$ cat src/rtl/reg_dump_reader.sv
// reg_dump_reader: sequentially reads registers 0..NUM_REGS-1 and streams them out over valid/ready
//   clk, rst        system clock; asynchronous active-high reset
//   start           begin one dump pass (accepted in IDLE only)
//   rd_en/rd_addr   register-file read strobe and address
//   rd_data         register-file read data, valid READ_LAT cycles after rd_en
//   out_valid/out_ready/out_addr/out_data  word stream to the debug/display path
//   busy            pass in progress
//   done            one-cycle pulse after the last word is accepted
//   checksum        XOR of all words of the pass (only with REG_DUMP_CHECKSUM_EN defined)
module reg_dump_reader #(
    parameter int ADDR_W   = 5,
    parameter int DATA_W   = 32,
    parameter int NUM_REGS = 32,
    parameter int READ_LAT = 1
) (
    input  logic              clk,
    input  logic              rst,
    input  logic              start,
    output logic              rd_en,
    output logic [ADDR_W-1:0] rd_addr,
    input  logic [DATA_W-1:0] rd_data,
    output logic              out_valid,
    input  logic              out_ready,
    output logic [ADDR_W-1:0] out_addr,
    output logic [DATA_W-1:0] out_data,
    output logic              busy,
    output logic              done
`ifdef REG_DUMP_CHECKSUM_EN
    ,
    output logic [DATA_W-1:0] checksum
`endif
);
    typedef enum logic [2:0] {IDLE, ISSUE, WAIT, PRESENT, DONE} state_t;
    state_t state, state_nx;
    logic [ADDR_W-1:0] index;
    logic [2:0] lat_cnt;
    logic capture, last, accept;
    assign last      = index == ADDR_W'(NUM_REGS - 1);
    assign accept    = state == IDLE && start;
    // data lands at the end of ISSUE for a combinational file, else at the end of the last WAIT cycle
    assign capture   = (state == ISSUE && READ_LAT == 0) || (state == WAIT && lat_cnt == 3'd0);
    assign rd_en     = state == ISSUE;
    assign rd_addr   = index;
    assign out_valid = state == PRESENT;
    assign out_addr  = index;
    assign busy      = state inside {ISSUE, WAIT, PRESENT};
    assign done      = state == DONE;
    always_comb begin
        state_nx = state;
        case (state)
            IDLE:    state_nx = start ? ISSUE : IDLE;
            ISSUE:   state_nx = READ_LAT == 0 ? PRESENT : WAIT;
            WAIT:    state_nx = lat_cnt == 3'd0 ? PRESENT : WAIT;
            PRESENT: state_nx = out_ready ? (last ? DONE : ISSUE) : PRESENT;
            default: state_nx = IDLE;
        endcase
    end
    always_ff @(posedge clk or posedge rst) begin
        if (rst) begin
            state    <= IDLE;
            index    <= '0;
            lat_cnt  <= '0;
            out_data <= '0;
        end else begin
            state <= state_nx;
            if (accept)
                index <= '0;
            else if (state == PRESENT && out_ready && !last)
                index <= index + 1'b1;
            // counts down READ_LAT-1..0 over the WAIT cycles; value loaded is unused when READ_LAT=0
            if (state == ISSUE)
                lat_cnt <= 3'(READ_LAT - 1);
            else if (state == WAIT)
                lat_cnt <= lat_cnt - 1'b1;
            if (capture)
                out_data <= rd_data;
        end
    end
`ifdef REG_DUMP_CHECKSUM_EN
    always_ff @(posedge clk or posedge rst) begin
        if (rst)
            checksum <= '0;
        else if (accept)
            checksum <= '0;
        else if (capture)
            checksum <= checksum ^ rd_data;
    end
`endif
endmodule

$ cat config.mk
export PLATFORM = sky130hd
export DESIGN_NAME = reg_dump_reader
export DESIGN_NICKNAME = d
export VERILOG_FILES = /design/src/rtl/reg_dump_reader.sv
export SDC_FILE = /design/constraint.sdc
export NUM_CORES = 1
export LEC_CHECK = 0
export ABC_CLOCK_PERIOD_IN_PS = 2800
export BUFFER_PORTS_ARGS = -buffer_cell sky130_fd_sc_hd__buf_2
export CORE_UTILIZATION = 47
export DETAILED_ROUTE_END_ITERATION = 10
export PLACE_DENSITY = 0.87
export SLEW_MARGIN = 20
export SYNTH_ARGS = -nofsm -noshare
export SYNTH_HDL_FRONTEND = slang
export SYNTH_SLANG_ARGS = --single-unit
$ cat constraint.sdc
create_clock -name clk -period 2.8 [get_ports clk]
set_clock_uncertainty 0.15 [all_clocks]
set_input_delay 0.42 -clock clk [delete_from_list [all_inputs] [get_ports clk]]
set_output_delay 0.42 -clock clk [all_outputs]
set_load 0.02 [all_outputs]
# Word level (Yosys, flattened, before mapping)
# Index checks and enable logic that the tools add are counted.
# W data, S select, Z words.
# classes
add_sub_neg,2
eq_ne,5
n_mux,9
reduce_logical,10
# op_table
cell,count
$mux W3,4
$pmux W3 S4,1
$mux W5,2
$eq A3 B2 Y1 const B,2
$logic_not A3 Y1,2
$add A5 B1 Y5 const B,1
$eq A5 B5 Y1 const B,1
$logic_and A1 B1 Y1,4
$reduce_bool A2 Y1,2
$eq A3 B1 Y1 const B,1
$eq A3 B3 Y1 const B,1
$reduce_bool A3 Y1,1
$sub A3 B1 Y3 const B,1
$mux W1,2
$logic_not A1 Y1,1
# word_totals
register_bits,43
in_bits,36
out_inout_bits,46
wordCells,30

# Longest topological paths before layout
# Gate-level depths: netlist (run 1).
# depth
ltp_word,5
depth_mapped,6
mapped_depth_nobuf,6

# Worst setup path before layout (run 1)
# Ideal clock, no wire load.
# synth_timing
path_kind,flip-flop to flip-flop
from,"register index[0], in the netlist out_addr[0]"
to,"register index[3], in the netlist out_addr[3]"
setup_time_ns,0.077
t_arrival_ns,1.831
required_ns,2.573
path_slack_ns,0.742
path_stages_with_launch,7
n_path_buf,0
synth_period_minus_slack_ns,2.058
cell_sequence,dfrtp_1 > ha_1 > and3_1 > ha_1 > nand2b_1 > or4_1 > a21oi_1
# synth_via
elab_chain_cells,4
elab_cells_between_ends,7
cone_classes,add/sub: 1; eq/ne: 1; mux: 2; reduce/logical: 3
# synth_lines
item,line_no,rtl
"start, declared",35,logic [ADDR_W-1:0] index;
"start signal, assigned",69,index <= index + 1'b1;
"parallel branches: the longest is 4 deep, another holds $add A5 B1 Y5",-,
# Several ways; the timed one is not identified. The select of a mux whose other input is x is not followed.
# A chain may end at the register's enable or synchronous reset.

# Worst setup path after layout (run 1)
# Ends and elaborated chain as after synthesis.

==> results of run 1 <==
-- area by class of cell --
| type | instances | area share [%] |
|---|---|---|
| clock buffers | 7 | 3.22 |
| inverters | 9 | 1.53 |
| well taps | 48 | 2.53 |
| flip-flops and latches | 43 | 45.3 |
| repair buffers | 84 | 18.0 |
| clock inverters | 1 | 0.211 |
| multi-input cells | 78 | 29.2 |
-- sequential cells by signal, indices dropped and copies added, names as in the netlist --
register and cells:
lat_cnt 3, state 3, out_addr 5, out_data 32
-- cells in the mapped netlist (3+ instances only) --
cell     count  area (um^2)
a21oi_1      6         30.0
and3_1       3         18.8
buf_4        5         37.5
buf_6        4         45.0
dfrtp_1     43         1080
ha_1         4         50.1
inv_1        8         30.0
mux2_1       5         56.3
mux2_2      27          304
mux2i_1      3         30.0
nand2_1      6         22.5
nor2_1       3         11.3
nor3b_1      4         30.0
o21ai_0      4         20.0
-- metrics by stage --
stage          utilization [%]  instances
2_1_floorplan                -        141
3_3_place_gp              60.8        262
3_5_place_dp              60.8        262
4_1_cts                   62.9        270
5_1_grt                   62.9        270
6_report                  62.9        270
-- worst min-delay path, stage by stage --
cell   delay [ns]
buf_2        0.10
inv_1        0.05
buf_4        0.44
-- power groups by stage --
| stage | Sequential [mW] | Clock (mW) | Combinational (mW) |
|---|---|---|---|
| after global placement | 1.12 | 0 | 1.44 |
| after CTS | 1.13 | 0.384 | 1.49 |
| after global routing | 1.17 | 0.408 | 1.60 |
| after detailed placement | 1.14 | 0 | 1.49 |
| final | 1.13 | 0.371 | 1.47 |
| after floorplan | 1.43 | 0 | 0.802 |
-- kinds of logic (layout without fill, tap and decap cells) --
logic type,Yosys count,count (layout)
compound gates,12,12
simple gates,27,27
mux,35,35
buf+inv,20,101
flops,43,43
fa+ha+maj,4,4
-- layout by cell type (no fill, tap or decap), drive strengths merged, types with 2 or more instances in the layout --
cell type	synthesis	final
o21ai	4	4
dfrtp	43	43
or3	2	2
nor3b	4	4
nand2	6	6
nor2	3	3
a21oi	6	6
inv	9	9
buf	11	84
nand3b	2	2
mux2i	3	3
and3	3	3
mux2	32	32
clkbuf	0	7
ha	4	4
-- layer usage --
layer	wire length, um	global-route usage (%)	up-vias	share of wire [%]
met5	0	0	-	0
met1	1390	18.9	632	39
met4	75	7.07	0	2.1
met2	1850	33.1	57	52
li1	-	-	640	-
met3	244	6.60	8	6.9
-- how the worst max path moves through the flow --
stage / depth (start not counted) / to / slack (ns) / from
2_1_floorplan: 6 / out_addr[3]$_DFFE_PP0P_ / 0.74 / out_addr[0]$_DFFE_PP0P_
3_3_place_gp: 6 / out_addr[3]$_DFFE_PP0P_ / 0.82 / out_addr[0]$_DFFE_PP0P_
3_5_place_dp: 6 / out_addr[3]$_DFFE_PP0P_ / 0.73 / out_addr[0]$_DFFE_PP0P_
4_1_cts: 6 / out_addr[3]$_DFFE_PP0P_ / 0.71 / out_addr[0]$_DFFE_PP0P_
5_1_grt: 6 / out_addr[3]$_DFFE_PP0P_ / 0.62 / out_addr[0]$_DFFE_PP0P_
6_report: 6 / out_addr[3]$_DFFE_PP0P_ / 0.72 / out_addr[0]$_DFFE_PP0P_
==> flow_metrics.tcl, run 1 <==
set metrics [dict create \
    status "completed" \
    fin_crit_ns 2.08 \
    synth_top_family_by_area "multiplexers" \
    ctsResizeCount 0 \
    cp.required_ns 2.87 \
    drt-pass1-iter-count 4 \
    muxShareOfSynthArea_pct 20.6 \
    wl_per_cell_um 13.2 \
    synth-compound-area-share_pct 3.43 \
    synthSimpleGateAreaFrac_pct 9.83 \
    vdd_drop_max_uv 742 \
    crit_fanout 6 \
    yosysWarningCount 0 \
    multiInputGateArea_um2 692 \
    regArea_um2 1080 \
    die_area_um2 4290 \
    power_switching_mw 1.22 \
    grt_overflow 0 \
    drcViolationCount 0 \
    r2r-end "out_addr[3]$_DFFE_PP0P_" \
    reg2reg_slack_ns 0.72 \
    initial_core_util_pct 50.3 \
    synthXorXnorAreaFrac_pct 0 \
    diodes 0 \
    globalplace.congestion 0.781 \
    synth_edf_count 0 \
    power_density_nw_per_um2 1250 \
    drive_above_1_share_pct 54.1 \
    die_w_um 65.5 \
    clock_latency_ns 0.29 \
    min_path_type "input port to async pin" \
    crit_arrival_ns 2.15 \
    num_io_pins 82 \
    cp-start-kind "flip-flop" \
    synth_cell_type_count 28 \
    synthToLayoutAreaGrowth_pct 25.1 \
    hold_viol 0 \
    total_leakage_power_nw 1.22 \
    drv_slew 0 \
    crit_buf_inv 0 \
    tightest_slew_ns 0.521 \
    cp_common_cell "ha_1" \
    via_per_inst 4.95 \
    cts_tree "yes" \
    finalWorstSetupSlack_ns 0.720 \
    dp_worst_setup_slack_ns 0.726 \
    grt_pass1_vias 1350 \
    slew_headroom_pct 65.3 \
    r2r-start "out_addr[0]$_DFFE_PP0P_" \
    n_fill_cell 305 \
    power_frac_comb_pct 49.5 \
    clockPowerShare_pct 12.5 \
    finalSetupViolCount 0 \
    num_rows 22 \
    routed_wirelength_mm 3.56 \
    switching_share_pct 41.1 \
    syn_nets 181 \
    hold_slack_ns 0.114 \
    postRouteAntennaNets 0 \
    clockBufferDepth 2 \
    cts_num_sinks 43 \
    cts_inserted_buffers 5 \
    timing.fmax_mhz 481 \
    setup.worst_path.class "flip-flop to flip-flop" \
    period_share_pct 74.3 \
    die_y_um 65.5 \
    dp_hpwl_mm 2.72 \
    placed_area_um2 2290 \
    final_nets 261 \
    crit_chain "ha_1, and3_1, ha_1, nand2b_1, or4_1, a21oi_1" \
    r2r_cells 6 \
    path_clk_slew_ns 0.08 \
    grt_max_degree 44 \
    clockRootBuffer "clkbuf_8" \
    track_usage_pct 18.2 \
    seqPwrFrac_pct 38.0 \
    maxCapViolCount 0 \
    slowest_delay_ns 0.47 \
    grt_pass1_wl_mm 5.79 \
    synth-adder-area-share_pct 2.64 \
    cts-htree-levels 2 \
    seq_area_frac_synth_pct 56.7 \
    intPower_mw 1.75 \
    core_um2 3770 \
    cts-hold-fix-buffers 0 \
    rsz0062_at_grt "false" \
    final_area_um2 2370 \
    end_kind "flip-flop" \
    power_mw 2.97 \
    synth_ff_type "dfrtp_1" \
    avgSynthCellArea_um2 13.5 \
    antenna_found_initial 0 \
    synthArstFlopShare_pct 100 \
    syn_area_um2 1900 \
    ys_ff_latch 43 \
    num_vias 1337 \
    first_iter_violations 50 \
    cp_slowest_cell "or4_1" \
    critPathTopFamily "simple AND/OR/NAND/NOR gates" \
    port-buffer-count 81 \
    post_cts_buffers 0 \
    setup_tns_ns 0 \
    syn_inst 141 \
]
No activity file was read; power rests on OpenSTA's default activity.
==> inputs of run 2 (changes only) <==
Settings changed: ABC_CLOCK_PERIOD_IN_PS 2800 to 1700, CORE_UTILIZATION 47 to 42, PLACE_DENSITY 0.87 to 0.83.
Clock period 2.8 ns to 1.7 ns, I/O delays scaled along.
==> run 2 against run 1 <==
Critical path depth is the same. Power is 110% higher. Clock power grew 89%. First-iteration DRC count up 36%. Utilization is 3.1 points higher. Setup slack got worse by 0.88 ns. Maximum frequency rose by 12%. Cell area grew 21%. Critical path type unchanged. Combinational power is 140% higher. Die area increased by 12%. Non-clock buffer count increased by 23. Sequential cell count is the same. The flow now finishes with violations (setup timing).
==> flow_metrics.tcl, run 2 (synthesis gave the netlist of run 1 again) <==
set metrics [dict create \
    status "finished, violations left" \
    failed_checks "setup timing" \
    grt_pass1_vias 1446 \
    clockPowerShare_pct 11.5 \
    largest_reg_flops 32 \
    num_io_pins 82 \
    cp.depth 6 \
    r2r-end "out_addr[3]$_DFFE_PP0P_" \
    timing.fmax_mhz 537 \
    die_area_um2 4790 \
    wl_per_cell_um 15.4 \
    die_y_um 69.2 \
    end_kind "flip-flop" \
    diodes 0 \
    drt-pass1-iter-count 4 \
    cp_common_cell "ha_4" \
    min_path_type "input port to flip-flop" \
    tightest_slew_ns 0.537 \
    dp_hpwl_mm 2.95 \
    cts_inserted_buffers 5 \
    die_w_um 69.2 \
    maxCapViolCount 0 \
    period_share_pct 109 \
    first_iter_violations 68 \
    fin_crit_ns 1.86 \
    grt_pass1_wl_mm 6.93 \
    synthToLayoutAreaGrowth_pct 51.6 \
    drcViolationCount 0 \
    grt_max_degree 44 \
    critPathTopFamily "simple AND/OR/NAND/NOR gates" \
    path_clk_slew_ns 0.08 \
    final_nets 284 \
    rsz0062_at_grt "true" \
    grt_overflow 0 \
    reg2reg_slack_ns -0.16 \
    clockBufferDepth 2 \
    via_per_inst 4.91 \
    placed_cells 278 \
    final_area_um2 2880 \
    r2r-start "out_addr[1]$_DFFE_PP0P_" \
    track_usage_pct 18.5 \
    crit_buf_inv 0 \
    seqPwrFrac_pct 30.4 \
    crit_start "out_addr[1]$_DFFE_PP0P_" \
    crit_chain "ha_4, and3_4, ha_4, nand2b_4, or4_4, a21oi_2" \
    num_vias 1458 \
    finalSetupViolCount 35 \
    intPower_mw 3.74 \
    clock_latency_ns 0.29 \
    power_density_nw_per_um2 2120 \
    core_um2 4350 \
    cts-htree-levels 2 \
    cts_num_sinks 43 \
    routed_wirelength_mm 4.56 \
    cp_slowest_cell "dfrtp_2" \
    initial_core_util_pct 43.6 \
    drv_slew 0 \
    power_frac_comb_pct 58.1 \
    crit_fanout 3 \
    finalWorstSetupSlack_ns -0.161 \
    top_register "out_data" \
    num_rows 24 \
    vdd_drop_max_uv 1050 \
    r2r_cells 6 \
    antenna_found_initial 0 \
    post-route-util_pct 66.0 \
    critPathCapture "out_addr[3]$_DFFE_PP0P_" \
    cts_tree "yes" \
    switching_share_pct 38.6 \
    cp.required_ns 1.77 \
    crit_arrival_ns 1.93 \
    slew_headroom_pct 64.2 \
    port-buffer-count 81 \
    total_leakage_power_nw 1.47 \
    hold_viol 0 \
    setup_tns_ns -3.76 \
    cp-start-kind "flip-flop" \
    n_fill_cell 336 \
    clockRootBuffer "clkbuf_8" \
    power_switching_mw 2.36 \
    mostFrequentLayoutCells "79 x buf_2, 40 x dfrtp_1, 32 x mux2_4, 17 x buf_4, 7 x clkbuf_8" \
    final_common_cell "buf_2" \
    globalplace.congestion 0.799 \
    drive_above_1_share_pct 67.3 \
    slowest_delay_ns 0.43 \
    placed_area_um2 2430 \
    setup.worst_path.class "flip-flop to flip-flop" \
    postRouteAntennaNets 0 \
    layout.cells.non_filler 297 \
]
## run 2: cell types whose count changed in the layout (fill, tap and decap cells not counted), moves of 3 or more
cell / previous run / this run
buf_4: 3 / 17
buf_6: 0 / 5
dfrtp_1: 43 / 40
dfrtp_2: 0 / 3
ha_1: 4 / 0
ha_4: 0 / 4
inv_1: 8 / 5
mux2_1: 5 / 0
mux2_2: 27 / 0
mux2_4: 0 / 32
## run 2: worst min-delay path by stage
stage,start,cells past startpoint,end,slack [ns]
detailed placement,rst,3,out_data[25]$_DFFE_PP0P_,0.26
CTS,rd_data[11],2,out_data[11]$_DFFE_PP0P_,0.02
floorplan,rd_data[11],1,out_data[11]$_DFFE_PP0P_,0.24
global placement,rst,3,out_data[23]$_DFFE_PP0P_,0.26
finish,rd_data[27],2,out_data[27]$_DFFE_PP0P_,0.04
global route,rd_data[24],2,out_data[24]$_DFFE_PP0P_,0.02
## run 2: area by class of cell
type                            count  area [um^2]  share of cell area, %
Tap cell                           52         65.1                   2.26
Sequential cell                    43         1080                   37.6
Multi-Input combinational cell     78          905                   31.5
Clock buffer                        8          100                   3.48
Inverter                            9         36.3                   1.26
Timing Repair Buffer              107          689                   24.0
## run 2: per-stage QoR
stage / power (mW) / setup WS (ns) / hold slack, ns
global placement: 4.43 / -0.133 / 0.262
global route: 6.46 / -0.217 / 0.0250
detailed placement: 4.55 / -0.206 / 0.265
finish: 6.10 / -0.161 / 0.0386
CTS: 5.38 / -0.174 / 0.0155
floorplan: 3.69 / -0.140 / 0.240
## run 2: power groups by stage
stage                     Combinational (mW)  Clock [mW]  Sequential (mW)
after floorplan                         1.33           0             2.36
after global placement                  2.63           0             1.80
after detailed placement                2.73           0             1.82
after CTS                               2.84       0.722             1.82
after global routing                    3.78       0.770             1.91
final                                   3.54       0.701             1.85
## run 2: layer usage
| metal | part of all wire, % | wire length, um | up-vias | global-route usage [%] |
|---|---|---|---|---|
| li1 | - | - | 685 | - |
| met1 | 43 | 1960 | 725 | 22.1 |
| met2 | 52 | 2370 | 43 | 32.0 |
| met3 | 4.0 | 183 | 5 | 4.94 |
| met4 | 1.3 | 60 | 0 | 6.12 |
| met5 | 0 | 0 | - | 0 |
## run 2: timing repair
item,CTS,global route
pin swaps,0,3
cloned,1,3
endpoints found under the setup margin,40,41
gates resized for setup,11,49
hold endpoints to repair,43,0
buffers inserted,2,5
hold buffers,1,0
==> inputs of run 3 (changes only) <==
Settings changed: CORE_ASPECT_RATIO set to 1.4.
==> run 3 against run 2 <==
Largest power group unchanged. The run still ends with setup timing left. Power fell by 3.2%. Utilization hardly changed. Die area about the same. Sequential share of layout area rose by 0.70 points. Maximum frequency rose by 1.2%. Register-to-register slack better by 0.02 ns. Cell area fell by 1.8%. Sequential cell count is the same. First-iteration DRC count decreased by 69%. Critical endpoint is now out_data[26]$_DFFE_PP0P_.
==> flow_metrics.tcl, run 3 (synthesis gave the netlist of run 1 again) <==
set metrics [dict create \
    status "finished, violations left" \
    failed_checks "setup timing" \
    cts_num_sinks 43 \
    min_path_type "input port to flip-flop" \
    via_per_inst 4.78 \
    largest_reg_flops 32 \
    dp_worst_setup_slack_ns -0.207 \
    fin_crit_ns 1.84 \
    mostFrequentLayoutCells "79 x buf_2, 40 x dfrtp_1, 32 x mux2_4, 15 x buf_4, 7 x inv_1" \
    vdd_drop_max_uv 872 \
    diodes 0 \
    initial_core_util_pct 44.4 \
    setup.worst_path.class "flip-flop to flip-flop" \
    intPower_mw 3.57 \
    synthToLayoutAreaGrowth_pct 48.8 \
    dp_hpwl_mm 2.85 \
    die_y_um 81.5 \
    drive_above_1_share_pct 67.4 \
    end_kind "flip-flop" \
    drv_slew 0 \
    clockRootBuffer "clkbuf_8" \
    crit_fanout 8 \
    r2r-end "out_data[26]$_DFFE_PP0P_" \
    rsz0062_at_grt "true" \
    hold_viol 0 \
    grt_pass1_wl_mm 6.58 \
    clock_latency_ns 0.29 \
    cts_tree "yes" \
    slew_headroom_pct 64.8 \
    r2r_cells 7 \
    grt_overflow 0 \
    top_register "out_data" \
    num_vias 1445 \
    seqPwrFrac_pct 31.3 \
    die_w_um 58.8 \
    finalWorstSetupSlack_ns -0.139 \
    timing.fmax_mhz 544 \
    tightest_slew_ns 0.528 \
    cp-start-kind "flip-flop" \
    core_um2 4270 \
    drt-pass1-iter-count 4 \
    holdCritStartpoint "rd_data[31]" \
    power_frac_comb_pct 57.5 \
    crit_arrival_ns 1.87 \
    cts_inserted_buffers 5 \
    finalSetupViolCount 34 \
    globalplace.congestion 0.763 \
    grt_max_degree 44 \
    wl_per_cell_um 14.8 \
    first_iter_violations 21 \
    maxCapViolCount 0 \
    cp.required_ns 1.73 \
    period_share_pct 108 \
    clockPowerShare_pct 11.2 \
    postRouteAntennaNets 0 \
    track_usage_pct 18.9 \
    total_leakage_power_nw 1.43 \
    antenna_found_initial 0 \
    routed_wirelength_mm 4.47 \
    cts-htree-levels 2 \
    num_io_pins 82 \
    drcViolationCount 0 \
    hold_end "out_data[31]$_DFFE_PP0P_" \
    final_nets 281 \
    num_rows 28 \
    post-route-util_pct 66.0 \
    grt_pass1_vias 1380 \
    reg2reg_slack_ns -0.14 \
    die_area_um2 4790 \
    path_clk_slew_ns 0.09 \
    r2r-start "lat_cnt[0]$_DFFE_PP0P_" \
    switching_share_pct 39.6 \
    final_common_cell "buf_2" \
    clockBufferDepth 2 \
    hold_depth 2 \
    power_density_nw_per_um2 2090 \
    port-buffer-count 81 \
    power_switching_mw 2.34 \
]
==> run 3: cell count changes in the layout (fill, tap and decap cells not counted), moves of 2 or more <==
cell / change
clkbuf_8: -2
clkinvlp_4: +2
clkbuf_16: -2
inv_1: +2
buf_4: -2
==> run 3: per-stage QoR <==
stage	instance area (um^2)	cells	hold WS (ns)	power [mW]	setup TNS (ns)
global route	2820	302	0.0231	6.28	-7.66
global placement	2430	287	0.265	4.42	-3.46
finish	2820	302	0.0351	5.90	-4.28
detailed placement	2430	287	0.270	4.52	-6.36
floorplan	1930	141	0.240	3.69	-4.54
CTS	2720	300	0.0117	5.68	-4.10
==> run 3: layout make-up <==
type                            instances  area, um^2
Sequential cell                        43        1080
Inverter                                9        36.3
Fill cell                             330        1450
Multi-Input combinational cell         78         900
Timing Repair Buffer                  104         639
Clock buffer                            5        68.8
Tap cell                               60        75.1
Clock inverter                          3        23.8
==> run 3: power by group through the flow <==
stage          Sequential, mW  Combinational, mW  Clock, mW
6_report                 1.85               3.39      0.661
4_1_cts                  1.81               3.19      0.680
3_5_place_dp             1.82               2.70          0
3_3_place_gp             1.79               2.63          0
2_1_floorplan            2.36               1.33          0
5_1_grt                  1.89               3.66      0.725
==> run 3: worst max path at each step <==
stage,to,slack (ns),startpoint,cells after the start
2_1_floorplan,out_data[0]$_DFFE_PP0P_,-0.14,lat_cnt[0]$_DFFE_PP0P_,6
4_1_cts,out_data[2]$_DFFE_PP0P_,-0.13,lat_cnt[1]$_DFFE_PP0P_,7
3_5_place_dp,out_data[4]$_DFFE_PP0P_,-0.21,lat_cnt[0]$_DFFE_PP0P_,6
3_3_place_gp,out_data[24]$_DFFE_PP0P_,-0.11,lat_cnt[0]$_DFFE_PP0P_,6
6_report,out_data[26]$_DFFE_PP0P_,-0.14,lat_cnt[0]$_DFFE_PP0P_,7
5_1_grt,out_data[25]$_DFFE_PP0P_,-0.24,lat_cnt[0]$_DFFE_PP0P_,7
==> run 3: what timing repair did <==
item | CTS | global route
cloned | 2 | 0
pin swaps | 0 | 1
hold buffers | 1 | 0
resized for setup | 40 | 25
hold endpoints to repair | 43 | 0
endpoints found under the setup margin | 38 | 41
buffers inserted | 2 | 2
==> run 3: metal layers <==
metal / part of all wire, % / global-route usage (%) / vias to the layer above / wire length, um
met5: 0 / 0 / - / 0
met4: 1.7 / 8.57 / 0 / 74
met3: 4.0 / 4.57 / 6 / 178
met2: 55 / 33.9 / 50 / 2450
met1: 40 / 20.8 / 710 / 1770
li1: - / - / 679 / -
==> run 3: critical path: stages, from the launching register on <==
cell and delay [ns]:
dfrtp_1 0.39, inv_1 0.07, ha_2 0.18, ha_4 0.12
nor4b_4 0.19, buf_6 0.18, buf_8 0.15, mux2_4 0.30
